### config.mk
export PLATFORM = sky130hd
export DESIGN_NAME = mpu6050_reg_writer
export DESIGN_NICKNAME = d
export VERILOG_FILES = /design/src/rtl/mpu6050_reg_writer.sv
export SDC_FILE = /design/constraint.sdc
export NUM_CORES = 1
export LEC_CHECK = 0
export ABC_AREA = 0
export CORE_ASPECT_RATIO = 1.25
export CORE_MARGIN = 2
export CORE_UTILIZATION = 55
export CTS_CLUSTER_SIZE = 12
export DETAILED_ROUTE_END_ITERATION = 12
export DONT_BUFFER_PORTS = 1
export HOLD_SLACK_MARGIN = 0.03
export PLACE_DENSITY = 0.73
export REMOVE_ABC_BUFFERS = 1
export SLEW_MARGIN = 20
export SYNTH_ARGS = -nofsm -noshare
export SYNTH_HDL_FRONTEND = slang
export SYNTH_SLANG_ARGS = --single-unit
### constraint.sdc
create_clock -name clk -period 1.8 [get_ports clk]
set_input_delay 0.27 -clock clk [delete_from_list [all_inputs] [get_ports clk]]
set_output_delay 0.27 -clock clk [all_outputs]
set_load 0.005 [all_outputs]
### src/rtl/mpu6050_reg_writer.sv
// -----------------------------------------------------------------------------
// mpu6050_reg_writer
//   Single-register I2C write master for the MPU6050. Each accepted request
//   sends START, {DEV_ADDR,W}, register address, register value, STOP, and
//   checks the slave ACK after every byte. A NACK aborts straight to STOP.
//   Every bit slot is four SCL quarters of CLK_DIV clocks each.
//
// Ports
//   clk        system clock, rising edge
//   rst        asynchronous active-low reset
//   WrReq      write request, accepted when Busy is low
//   WrData     {register address[15:8], register value[7:0]}
//   WriteDone  one-clock pulse after STOP has completed
//   Busy       high from accept through the WriteDone cycle
//   AckErr     a NACK was seen in the last frame; cleared on accept
//   scl_oe     1 pulls SCL low, 0 releases it
//   sda_oe     1 pulls SDA low, 0 releases it
//   sda_i      synchronised SDA line level
// -----------------------------------------------------------------------------
module mpu6050_reg_writer #(
   parameter int unsigned CLK_DIV  = 125,
   parameter logic [6:0]  DEV_ADDR = 7'h68
) (
   input  logic        clk,
   input  logic        rst,
   input  logic        WrReq,
   input  logic [15:0] WrData,
   output logic        WriteDone,
   output logic        Busy,
   output logic        AckErr,
   output logic        scl_oe,
   output logic        sda_oe,
   input  logic        sda_i
);

   localparam int unsigned   QW     = (CLK_DIV > 2) ? $clog2(CLK_DIV) : 1;
   localparam logic [QW-1:0] Q_LAST = QW'(CLK_DIV - 1);

   typedef enum logic [3:0] {
      S_IDLE, S_START, S_ADDR, S_ACK1, S_REG, S_ACK2, S_DATA, S_ACK3, S_STOP
   } state_t;

   state_t          state_q, state_d;
   logic [QW-1:0]   qcnt_q, qcnt_d;
   logic [1:0]      phase_q, phase_d;
   logic [2:0]      bitcnt_q, bitcnt_d;
   logic [15:0]     data_q, data_d;
   logic            busy_q, busy_d;
   logic            done_q, done_d;
   logic            ackerr_q, ackerr_d;

   logic            q_wrap;
   logic            slot_end;
   logic            ack_sample;
   logic [7:0]      cur_byte;
   logic [2:0]      bit_idx;

   assign q_wrap     = (qcnt_q == Q_LAST);
   assign slot_end   = q_wrap && (phase_q == 2'd3);
   // ACK is taken on the last clock of q2, i.e. just before SCL is pulled low.
   assign ack_sample = q_wrap && (phase_q == 2'd2);
   assign bit_idx    = 3'd7 - bitcnt_q;

   // State register
   always_ff @(posedge clk or negedge rst) begin
      if (!rst) begin
         state_q  <= S_IDLE;
         qcnt_q   <= '0;
         phase_q  <= '0;
         bitcnt_q <= '0;
         data_q   <= '0;
         busy_q   <= 1'b0;
         done_q   <= 1'b0;
         ackerr_q <= 1'b0;
      end else begin
         state_q  <= state_d;
         qcnt_q   <= qcnt_d;
         phase_q  <= phase_d;
         bitcnt_q <= bitcnt_d;
         data_q   <= data_d;
         busy_q   <= busy_d;
         done_q   <= done_d;
         ackerr_q <= ackerr_d;
      end
   end

   // Next-state logic
   always_comb begin
      state_d  = state_q;
      qcnt_d   = qcnt_q;
      phase_d  = phase_q;
      bitcnt_d = bitcnt_q;
      data_d   = data_q;
      busy_d   = busy_q;
      ackerr_d = ackerr_q;
      done_d   = 1'b0;

      // The FSM is already back in IDLE during the WriteDone cycle; Busy
      // stays high for that cycle and drops on the following edge.
      if (done_q) begin
         busy_d = 1'b0;
      end

      if (state_q != S_IDLE) begin
         if (q_wrap) begin
            qcnt_d  = '0;
            phase_d = phase_q + 2'd1;
         end else begin
            qcnt_d  = qcnt_q + 1'b1;
         end
      end

      unique case (state_q)
         S_IDLE: begin
            if (WrReq && !busy_q) begin
               state_d  = S_START;
               data_d   = WrData;
               ackerr_d = 1'b0;
               busy_d   = 1'b1;
               qcnt_d   = '0;
               phase_d  = '0;
               bitcnt_d = '0;
            end
         end
         S_START: begin
            if (slot_end) state_d = S_ADDR;
         end
         S_ADDR, S_REG, S_DATA: begin
            if (slot_end) begin
               bitcnt_d = bitcnt_q + 3'd1;
               if (bitcnt_q == 3'd7) begin
                  if (state_q == S_ADDR)     state_d = S_ACK1;
                  else if (state_q == S_REG) state_d = S_ACK2;
                  else                       state_d = S_ACK3;
               end
            end
         end
         S_ACK1, S_ACK2, S_ACK3: begin
            if (ack_sample && sda_i) ackerr_d = 1'b1;
            // ackerr_q already reflects this slot's sample by the slot end.
            if (slot_end) begin
               if (ackerr_q || (state_q == S_ACK3)) state_d = S_STOP;
               else if (state_q == S_ACK1)           state_d = S_REG;
               else                                  state_d = S_DATA;
            end
         end
         S_STOP: begin
            if (slot_end) begin
               state_d = S_IDLE;
               done_d  = 1'b1;
            end
         end
         default: state_d = S_IDLE;
      endcase
   end

   // Output logic
   always_comb begin
      scl_oe   = 1'b0;
      sda_oe   = 1'b0;
      cur_byte = '0;

      unique case (state_q)
         S_ADDR:  cur_byte = {DEV_ADDR, 1'b0};
         S_REG:   cur_byte = data_q[15:8];
         S_DATA:  cur_byte = data_q[7:0];
         default: cur_byte = '0;
      endcase

      unique case (state_q)
         S_START: begin
            sda_oe = phase_q[1];
            scl_oe = (phase_q == 2'd3);
         end
         S_ADDR, S_REG, S_DATA: begin
            sda_oe = ~cur_byte[bit_idx];
            scl_oe = (phase_q == 2'd0) || (phase_q == 2'd3);
         end
         S_ACK1, S_ACK2, S_ACK3: begin
            sda_oe = 1'b0;
            scl_oe = (phase_q == 2'd0) || (phase_q == 2'd3);
         end
         S_STOP: begin
            sda_oe = ~phase_q[1];
            scl_oe = (phase_q == 2'd0);
         end
         default: begin
            sda_oe = 1'b0;
            scl_oe = 1'b0;
         end
      endcase

      WriteDone = done_q;
      Busy      = busy_q;
      AckErr    = ackerr_q;
   end

endmodule

======== After elaboration in Yosys (flattened, before gate mapping) ========
Index checks and enable logic that the tools add are counted.
Widths: inputs -> output; s select.
operators by class
  $add $sub $neg .......................... 4
  $lt $le $gt $ge ......................... 1
  equality and inequality tests ........... 19
  mux-type cells .......................... 35
  bitwise gates (word level) .............. 2
  reductions and logical operators ........ 19
operators by type and width
  operator             number
  $mux 4               7
  $mux 7               4
  $pmux 8 s3           1
  $pmux 4 s5           1
  $eq 4x3->1 const B   4
  $ne 2x2->1 const B   7
  $mux 2               6
  $mux 3               3
  $eq 4x2->1 const B   2
  $mux 1               8
  $add 7x1->7 const B  1
  $eq 7x7->1 const B   1
  $pmux 1 s3           2
  $pmux 3 s2           1
  $reduce_and 3->1     2
  $reduce_and 6->1     1
  $reduce_or 3->1      2
  $reduce_or 6->1      1
  $eq 2x2->1 const B   2
  $eq 4x1->1 const B   1
  $eq 4x4->1 const B   1
  $logic_and 1x1->1    4
  $logic_not 4->1      1
  $lt 3x4->1 const B   1
  other kinds (13)     16
word-level totals
  flip-flop bits (word level) ............. 35
  input bits .............................. 20
  output and inout bits ................... 5
  logic and storage cells ................. 88

======== Longest topological paths before layout ========
Gate-level depths: netlist (run 1).
  depth after elaboration ................. 6
  mapped depth ............................ 6
  depth with buffers taken out ............ 6

======== Worst setup path before layout (run 1) ========
No wires, ideal clock.
  kind .................................... reg2out
  from .................................... reg bitcnt_q[0]
  to ...................................... out sda_oe
  arrival time ............................ 1.534 ns
  required time ........................... 1.530 ns
  path slack .............................. -0.004 ns
  stages on the path, launching flop included .. 6
  buffers on the path ..................... 1
  cell sequence ........................... dfrtp_1 clkbuf_1 mux4_2 mux2i_1 o22ai_1 a31oi_1
between the ends
  cells in the longest elaborated chain, start to end .. 5
RTL lines
  item                          line  RTL
  from (decl)                   46    logic [2:0] bitcnt_q, bitcnt_d;
  from (signal assigned)        79    bitcnt_q <= bitcnt_d;
  $sub 3x3->3                   62    assign bit_idx = 3'd7 - bitcnt_q;
  $bmux 1 s3                    176   sda_oe = ~cur_byte[bit_idx];
  $mux 1 (not written as such)  176
  $not 1->1                     176
  $pmux 1 s3                    170   unique case (state_q)
  to (decl)                     32    output logic sda_oe,
No other way between the ends. The select of a mux whose other input is x is not followed.

======== Final worst setup path (run 1) ========
  from .................................... reg state_q[2]
  to ...................................... out sda_oe
between the ends
  cells in the longest elaborated chain, start to end .. 6
  elaborated cells between the ends (all ways) .. 11
  classes of those cells .................. 5 x eq/ne; 4 x mux; 1 x bitwise; 1 x reduce/logical
RTL lines
  item                                      line      RTL
  from (decl)                               43        state_t state_q, state_d;
  from (signal assigned)                    76        state_q <= state_d;
  $eq 4x3->1 or $eq 4x2->1 (tied branches)  163, 170
  $pmux 8 s3                                163       unique case (state_q)
  $bmux 1 s3                                176
  $mux 1 (not written as such)              176
  $not 1->1                                 176
  $pmux 1 s3 (*)                            170
Every way passes the cells marked *; elsewhere a longest branch is shown, timed or not. The select of a mux whose other input is x is not followed.

==> summary.md, run 1 <==
| Metric | Value |
|---|---|
| Status | finished, violations left |
| Violations in the final reports | setup timing |
| Maximum number of pins on one net before global-route repair | 36 |
| Starting density of the core | 0.587 |
| Crit end category | output port |
| Critical path cell sequence | buf_4, nand3b_1, o22ai_1, a211o_1, a31oi_1 |
| Rows | 23 |
| Initial antenna violation count | 0 |
| Chip height | 69.9 um |
| Bufs and invs on worst path | 1 |
| Endpoint arrival time on the critical path | 1690 ps |
| Maximum VDD drop | 0.000651 V |
| Share of the clock period used by the worst path after layout | 1.09 |
| Top-level port count | 25 |
| Summed instance area of the synthesized netlist | 1910 um^2 |
| Total congestion overflow after global routing | 0 |
| Core area | 3250 um^2 |
| Number of flops mapped to enable cells by yosys | 0 |
| Clock latency on the worst-skew pair | 290 ps |
| Top achievable clock speed | around 510 MHz |
| Power per unit of standard cell area | 621 nW/um^2 |
| Root cell of the clock tree | sky130_fd_sc_hd__clkbuf_8 |
| GRT Resource Usage Total | 0.223 |
| Number of routed nets with antenna violations | 0 |
| Reg-to-Reg End | state_q[2] |
| Tightest Pin Transition | 325 ps |
| Number of remaining DRC errors | 0 |
| Highest fanout seen on the critical path | 10 |
| Total stage count of the critical path | 5 |
| Maximum Capacitance Violations | 0 |
| Standard cell with the maximum stage delay on the critical path | sky130_fd_sc_hd__dfrtp_1 |
| Cells taking the most area after synthesis | sky130_fd_sc_hd__dfrtp_1 46%, sky130_fd_sc_hd__mux2_2 9.4%, sky130_fd_sc_hd__ha_1 4.6% |
| Setup repair after global routing missed its margin | yes |
| DRC violation total after the first TritonRoute iteration | 60 |
| R2R Setup Slk | 20 ps |
| Ratio of cells with drive above 1 in the final layout | 0.308 |
| Category of cells accounting for the largest share of critical-path delay | compound AO/OA/AOI/OAI gates |
| Worst slack at placement | 27.7 ps |
| Die width | 56.7 um |
| Yosys warns | 0 |
| Number of buffers inserted by port buffering | 0 |
| Most instantiated flip-flop cell in the synthesis netlist | sky130_fd_sc_hd__dfrtp_1 |
| Critical path required time | 1530 ps |
| # nets final | 225 |
| CTS clk-pin slew, worst paths | 70 ps |
| Average footprint of a synthesized cell | 10.7 um^2 |
| Worst flop-to-flop path startpoint | qcnt_q[1] |
| Sequential element share of the synthesized area | 0.459 |
| TritonCTS clock tree | done |
| Register bit total from synthesis | 35 |
| Highest-count cells in the layout ignoring fill and taps | 34 x sky130_fd_sc_hd__dfrtp_1, 16 x sky130_fd_sc_hd__mux2_2, 16 x sky130_fd_sc_hd__buf_4 |
| Total die area | 3960 um^2 |
| Routed length per placed instance | 17.5 um |
| Number of inserted filler cells in the final layout | 244 |
| Final core utilization | 0.685 |
| Gate count of the mapped netlist | 178 |
| Worst Reg2Reg Path Length in Cells | 6 |
| Type of the worst setup path | register to output port |
| Worst min-delay path class | input port to register |
| Source of the critical timing path | state_q[2] |
| Total wire length | 4.12 mm |
| Worst setup skew after layout | around 5.6 ps |
| Clock buffer depth | 2 |
| Number of iterations in the first detailed-routing pass | 6 |
| Placer's final routability congestion estimate | 0.870 |
| Cell taking the most area after synthesis | sky130_fd_sc_hd__dfrtp_1 |
| Remaining max-slew budget at the tightest pin | 0.781 |
| TritonCTS Buffers | 5 |
| CP Launch Type | register |
| Critical Path Sink | sda_oe |
| CTS H-tree lvls | 2 |
| Number of distinct library cells after synthesis | 47 |
| Leading cell type in the layout, fill and taps excluded | sky130_fd_sc_hd__dfrtp_1 |
| Via count of the first global-routing pass | 1570 |
| Via density per instance | 6.26 |
| Final Critical Period | 1960 ps |
| Area fraction of the dominant cell type after synthesis | 0.459 |
| Async SR Flop Fraction | 1.00 |
| Vias after detailed routing | between 1000 and 1500 |
| Total area of sequential cells | slightly below 900 um^2 |
| Multi-input gate area in the final layout | 971 um^2 |
| PnR worst setup slack | -163 ps |
| Slew Viols, Final | 0 |
| N_diodes | 0 |
| Final Hold Fails | 0 |
| Final-report setup violation count | 2 |
| Post-detail-place hpwl | 2.98 mm |
| P_leak | 0.00103 uW |
| Wire length of the first global-routing pass | 6.93 mm |
| Clock Sink Count | 35 |
| Layout area overhead | 16.7% |
| Maximum single-stage delay on the critical path | about 500 ps |
==> cell usage after synthesis, types with 3 or more instances <==
master,n
sky130_fd_sc_hd__nand3_1,5
sky130_fd_sc_hd__nor2_1,11
sky130_fd_sc_hd__o22ai_1,4
sky130_fd_sc_hd__mux2i_1,3
sky130_fd_sc_hd__dfrtp_1,35
sky130_fd_sc_hd__a21oi_1,6
sky130_fd_sc_hd__nand2_1,14
sky130_fd_sc_hd__o21ai_0,11
sky130_fd_sc_hd__mux2_2,16
sky130_fd_sc_hd__nor3_1,3
sky130_fd_sc_hd__a31oi_1,5
sky130_fd_sc_hd__nor2b_1,3
sky130_fd_sc_hd__inv_1,8
sky130_fd_sc_hd__nand3b_1,4
sky130_fd_sc_hd__buf_6,3
sky130_fd_sc_hd__ha_1,7
==> routing by layer <==
metal	wire length, um	up-vias	GRT usage
li1	-	686	-
met1	1560	728	0.249
met2	2250	47	0.394
met3	211	11	0.0537
met4	102	0	0.0979
met5	0	-	0
==> final cells by class <==
class                      count  area share
timing repair buffer          22      0.0955
multi-input combinational    126       0.436
tap                           37      0.0208
clock buffer                   6      0.0371
inverter                       8      0.0146
clock inverter                 1     0.00225
sequential                    35       0.394
==> metrics by stage <==
stage | total power [uW] | hold WS (ps) | std cells | TNS [ps] | cell area, um^2
after floorplan | 802 | -25.6 | 169 | -41.0 | 1840
after global placement | 802 | -24.7 | 221 | 0 | 2030
after detailed placement | 802 | -24.6 | 221 | 0 | 2030
after CTS | 1390 | 124 | 230 | -140 | 2150
after global routing | 1420 | 120 | 235 | -404 | 2230
final | 1380 | 122 | 235 | -202 | 2230
==> worst reg2reg max path, stage by stage (launching register included) <==
cell and delay (ps):
sky130_fd_sc_hd__dfrtp_1 430, sky130_fd_sc_hd__inv_1 70, sky130_fd_sc_hd__ha_1 150, sky130_fd_sc_hd__and4_4 260, sky130_fd_sc_hd__nand4_1 150, sky130_fd_sc_hd__or4b_1 500
sky130_fd_sc_hd__a21oi_1 150
==> state kept, by name, indices dropped and copies added, names as in the netlist <==
name,count
state_q,4
data_q,16
qcnt_q,7
Busy,1
phase_q,2
bitcnt_q,3
WriteDone,1
AckErr,1
==> cell families (layout without fill, tap and decap cells) <==
kind of cell,after synthesis,in the layout,share of synthesized area
AND/OR/NAND/NOR,55,55,0.161
XOR/XNOR,2,2,0.00918
adder cells (fa/ha/maj),7,7,0.0459
flip-flops,35,35,0.459
AO/OA/AOI/OAI,40,40,0.134
buffers and inverters,17,37,0.0492
multiplexers,22,22,0.142
==> worst min-delay path by stage <==
stage          startpoint         end  cells after the start
6_report            sda_i      AckErr                      2
5_1_grt        WrData[10]  data_q[10]                      1
4_1_cts             sda_i      AckErr                      2
3_5_place_dp          rst        Busy                      0
3_3_place_gp          rst   qcnt_q[2]                      0
2_1_floorplan         rst      AckErr                      0
==> where the power goes <==
part	internal (uW)	leakage, uW	switching, uW
Combinational	6.63	0.000541	15.8
Sequential	786	0.000442	0
Clock	300	0.0000470	274
==> timing repair <==
action	in CTS	in global routing
hold buffers	2	0
gates cloned	0	0
pin swaps	0	5
gates resized for setup	3	11
hold endpoints to repair	35	0
setup endpoints to repair	2	5
buffers inserted	0	5
Note: power is estimated with default switching activity, not from simulation.
==> run 2, diff against run 1 <==
--- a/config.mk
+++ b/config.mk
@@ -9,7 +9,6 @@
 export CORE_ASPECT_RATIO = 1.25
 export CORE_MARGIN = 2
 export CORE_UTILIZATION = 55
-export CTS_CLUSTER_SIZE = 12
 export DETAILED_ROUTE_END_ITERATION = 12
 export DONT_BUFFER_PORTS = 1
 export HOLD_SLACK_MARGIN = 0.03
==> results of run 2 <==
Final layout, timing and power as in run 1 (identical DEF).
==> run 3, diff against run 2 <==
--- a/config.mk
+++ b/config.mk
@@ -13,6 +13,7 @@
 export DONT_BUFFER_PORTS = 1
 export HOLD_SLACK_MARGIN = 0.03
 export PLACE_DENSITY = 0.73
+export RECOVER_POWER = 25
 export REMOVE_ABC_BUFFERS = 1
 export SLEW_MARGIN = 20
 export SYNTH_ARGS = -nofsm -noshare
==> summary.md, run 3 (same netlist as run 1, synthesis figures left out) <==
| Metric | Value |
|---|---|
| Category of cells accounting for the largest share of critical-path delay | compound AO/OA/AOI/OAI gates |
| P_leak | 0.00102 uW (-0.51%) |
| Wire length of the first global-routing pass | 6.93 mm (unchanged) |
| Root cell of the clock tree | sky130_fd_sc_hd__clkbuf_8 |
| Minimum hold slack | 123 ps (+0.909 ps) |
| PnR worst setup slack | -156 ps (+6.86 ps) |
| Via density per instance | 6.28 (+0.20%) |
| Maximum VDD drop | 0.000651 V (about the same) |
| Slew Viols, Final | 0 (unchanged) |
| Type of the worst setup path | register to output port |
| Violations in the final reports | setup timing |
| Chip height | 69.9 um (unchanged) |
| Worst min-delay path class | input port to register |
| CP Launch Type | register |
| Number of iterations in the first detailed-routing pass | 4 (-2) |
| Vias after detailed routing | 1475 (+0.20%) |
| Top-level port count | 25 (unchanged) |
| Leading cell type in the layout, fill and taps excluded | sky130_fd_sc_hd__dfrtp_1 |
| Standard cell with the maximum stage delay on the critical path | sky130_fd_sc_hd__dfrtp_1 |
| Number of buffers inserted by port buffering | 0 (unchanged) |
| Highest-count cells in the layout ignoring fill and taps | 34 x sky130_fd_sc_hd__dfrtp_1, 16 x sky130_fd_sc_hd__mux2_2, 16 x sky130_fd_sc_hd__buf_4 |
| Sum of negative setup slack | -186 ps (+16.8 ps) |
| Crit end category | output port |
| Status | finished, violations left |
| Tightest Pin Transition | 858 ps (+532 ps) |
| DRC violation total after the first TritonRoute iteration | 45 (-25%) |
| Registers with the most flip-flops | data_q x16, qcnt_q x7, state_q x4 |
| Remaining max-slew budget at the tightest pin | 0.428 (-0.353) |
| Clock Sink Count | 35 (unchanged) |
| Bufs and invs on worst path | 1 (unchanged) |
| Routed length per placed instance | 17.5 um (-0.27%) |
| Via count of the first global-routing pass | 1570 (unchanged) |
| N_diodes | 0 (unchanged) |
| Total die area | 3960 um^2 (unchanged) |
| Final core utilization | 0.680 (-0.00462) |
| Number of routed nets with antenna violations | 0 (unchanged) |
| Maximum number of pins on one net before global-route repair | 36 (unchanged) |
| Final-report setup violation count | 3 (+1) |
| Core area | 3250 um^2 (unchanged) |
| Starting density of the core | 0.587 (unchanged) |
| Placed Cells incl. Taps | 221 (unchanged) |
| Critical path required time | 1530 ps (about the same) |
| Largest register FFs | 16 (unchanged) |
| Ratio of cells with drive above 1 in the final layout | 0.308 (unchanged) |
| Top achievable clock speed | 511 MHz (+0.35%) |
| TritonCTS Buffers | 5 (unchanged) |
| Post-detail-place hpwl | 2.98 mm (unchanged) |
| Initial antenna violation count | 0 (unchanged) |
| Share of the clock period used by the worst path after layout | 1.09 (-0.00381) |
| GRT Resource Usage Total | 0.223 (unchanged) |
| Post-Layout Cell Count | 235 (unchanged) |
| # nets final | 225 (unchanged) |
| Final Critical Period | 1960 ps (-6.86 ps) |
| Highest fanout seen on the critical path | 10 (unchanged) |
| Rows | 23 (unchanged) |
| Number of inserted filler cells in the final layout | 246 (+0.82%) |
| CTS H-tree lvls | 2 (unchanged) |
| Total congestion overflow after global routing | 0 (unchanged) |
| Maximum single-stage delay on the critical path | 490 ps (about the same) |
| Setup repair after global routing missed its margin | yes |
| Number of remaining DRC errors | 0 (unchanged) |
| Die width | 56.7 um (unchanged) |
| Maximum Capacitance Violations | 0 (unchanged) |
| Placer's final routability congestion estimate | 0.870 (unchanged) |
| TritonCTS clock tree | done |
| Critical path cell sequence | buf_4, nand3b_1, o22ai_1, a211o_1, a31oi_1 |
| Clock buffer depth | 2 (unchanged) |
| Multi-input gate area in the final layout | 971 um^2 (unchanged) |
| Worst slack at placement | 27.7 ps (unchanged) |
| Endpoint arrival time on the critical path | 1690 ps (about the same) |
| Register with the most flip-flops | data_q |
| Power per unit of standard cell area | 623 nW/um^2 (+0.34%) |
| Total wire length | 4.11 mm (-0.27%) |
| Layout area overhead | 15.9% |
| CTS clk-pin slew, worst paths | 70 ps (about the same) |
| Final Hold Fails | 0 (unchanged) |
| Clock latency on the worst-skew pair | 290 ps (about the same) |
| Worst setup skew after layout | 5.31 ps (-0.261 ps) |
| Total area of sequential cells | 877 um^2 (unchanged) |
-- run 3: repair_timing --
action	4_1_cts	5_1_grt
buffers inserted	0	5
setup endpoints to repair	2	5
pin swaps	0	5
resized for setup	3	11
hold endpoints to repair	35	0
hold buffers	2	0
-- run 3: final timing paths --
check | start | endpoint | slack, ps | cells after the start
max reg2reg | qcnt_q[1] | state_q[2] | 0 | 6
min in group asynchronous | rst | Busy | 620 | 2
max in group asynchronous | rst | bitcnt_q[0] | 580 | 2
max | state_q[2] | sda_oe | -160 | 5
min reg2reg | WriteDone | Busy | 470 | 1
min | sda_i | AckErr | 120 | 2
-- run 3: per-layer routing --
metal  global-route usage  routed length, um  vias to the layer above
met5                    0                  0                        -
met4               0.0979                105                        0
met3               0.0537                213                       13
met2                0.394               2240                       48
met1                0.249               1550                      729
li1                     -                  -                      685
-- run 3: stage by stage --
stage | instance area (um^2) | power (uW)
final | 2210 | 1380
after global routing | 2210 | 1420
after CTS | 2150 | 1390
after detailed placement | 2030 | 802
after global placement | 2030 | 802
after floorplan | 1840 | 802
-- run 3: cell type report --
class,instances,area share
inverters,8,0.0147
multi-input cells,126,0.439
flip-flops and latches,35,0.396
clock inverters,1,0.00226
repair buffers,22,0.0894
well taps,37,0.0209
clock buffers,6,0.0373
-- run 3: power by group --
group,total (uW),internal (uW),switching (uW)
Clock,574,300,274
Combinational,17.6,2.82,14.8
Sequential,786,786,0
Total,1380,1090,289
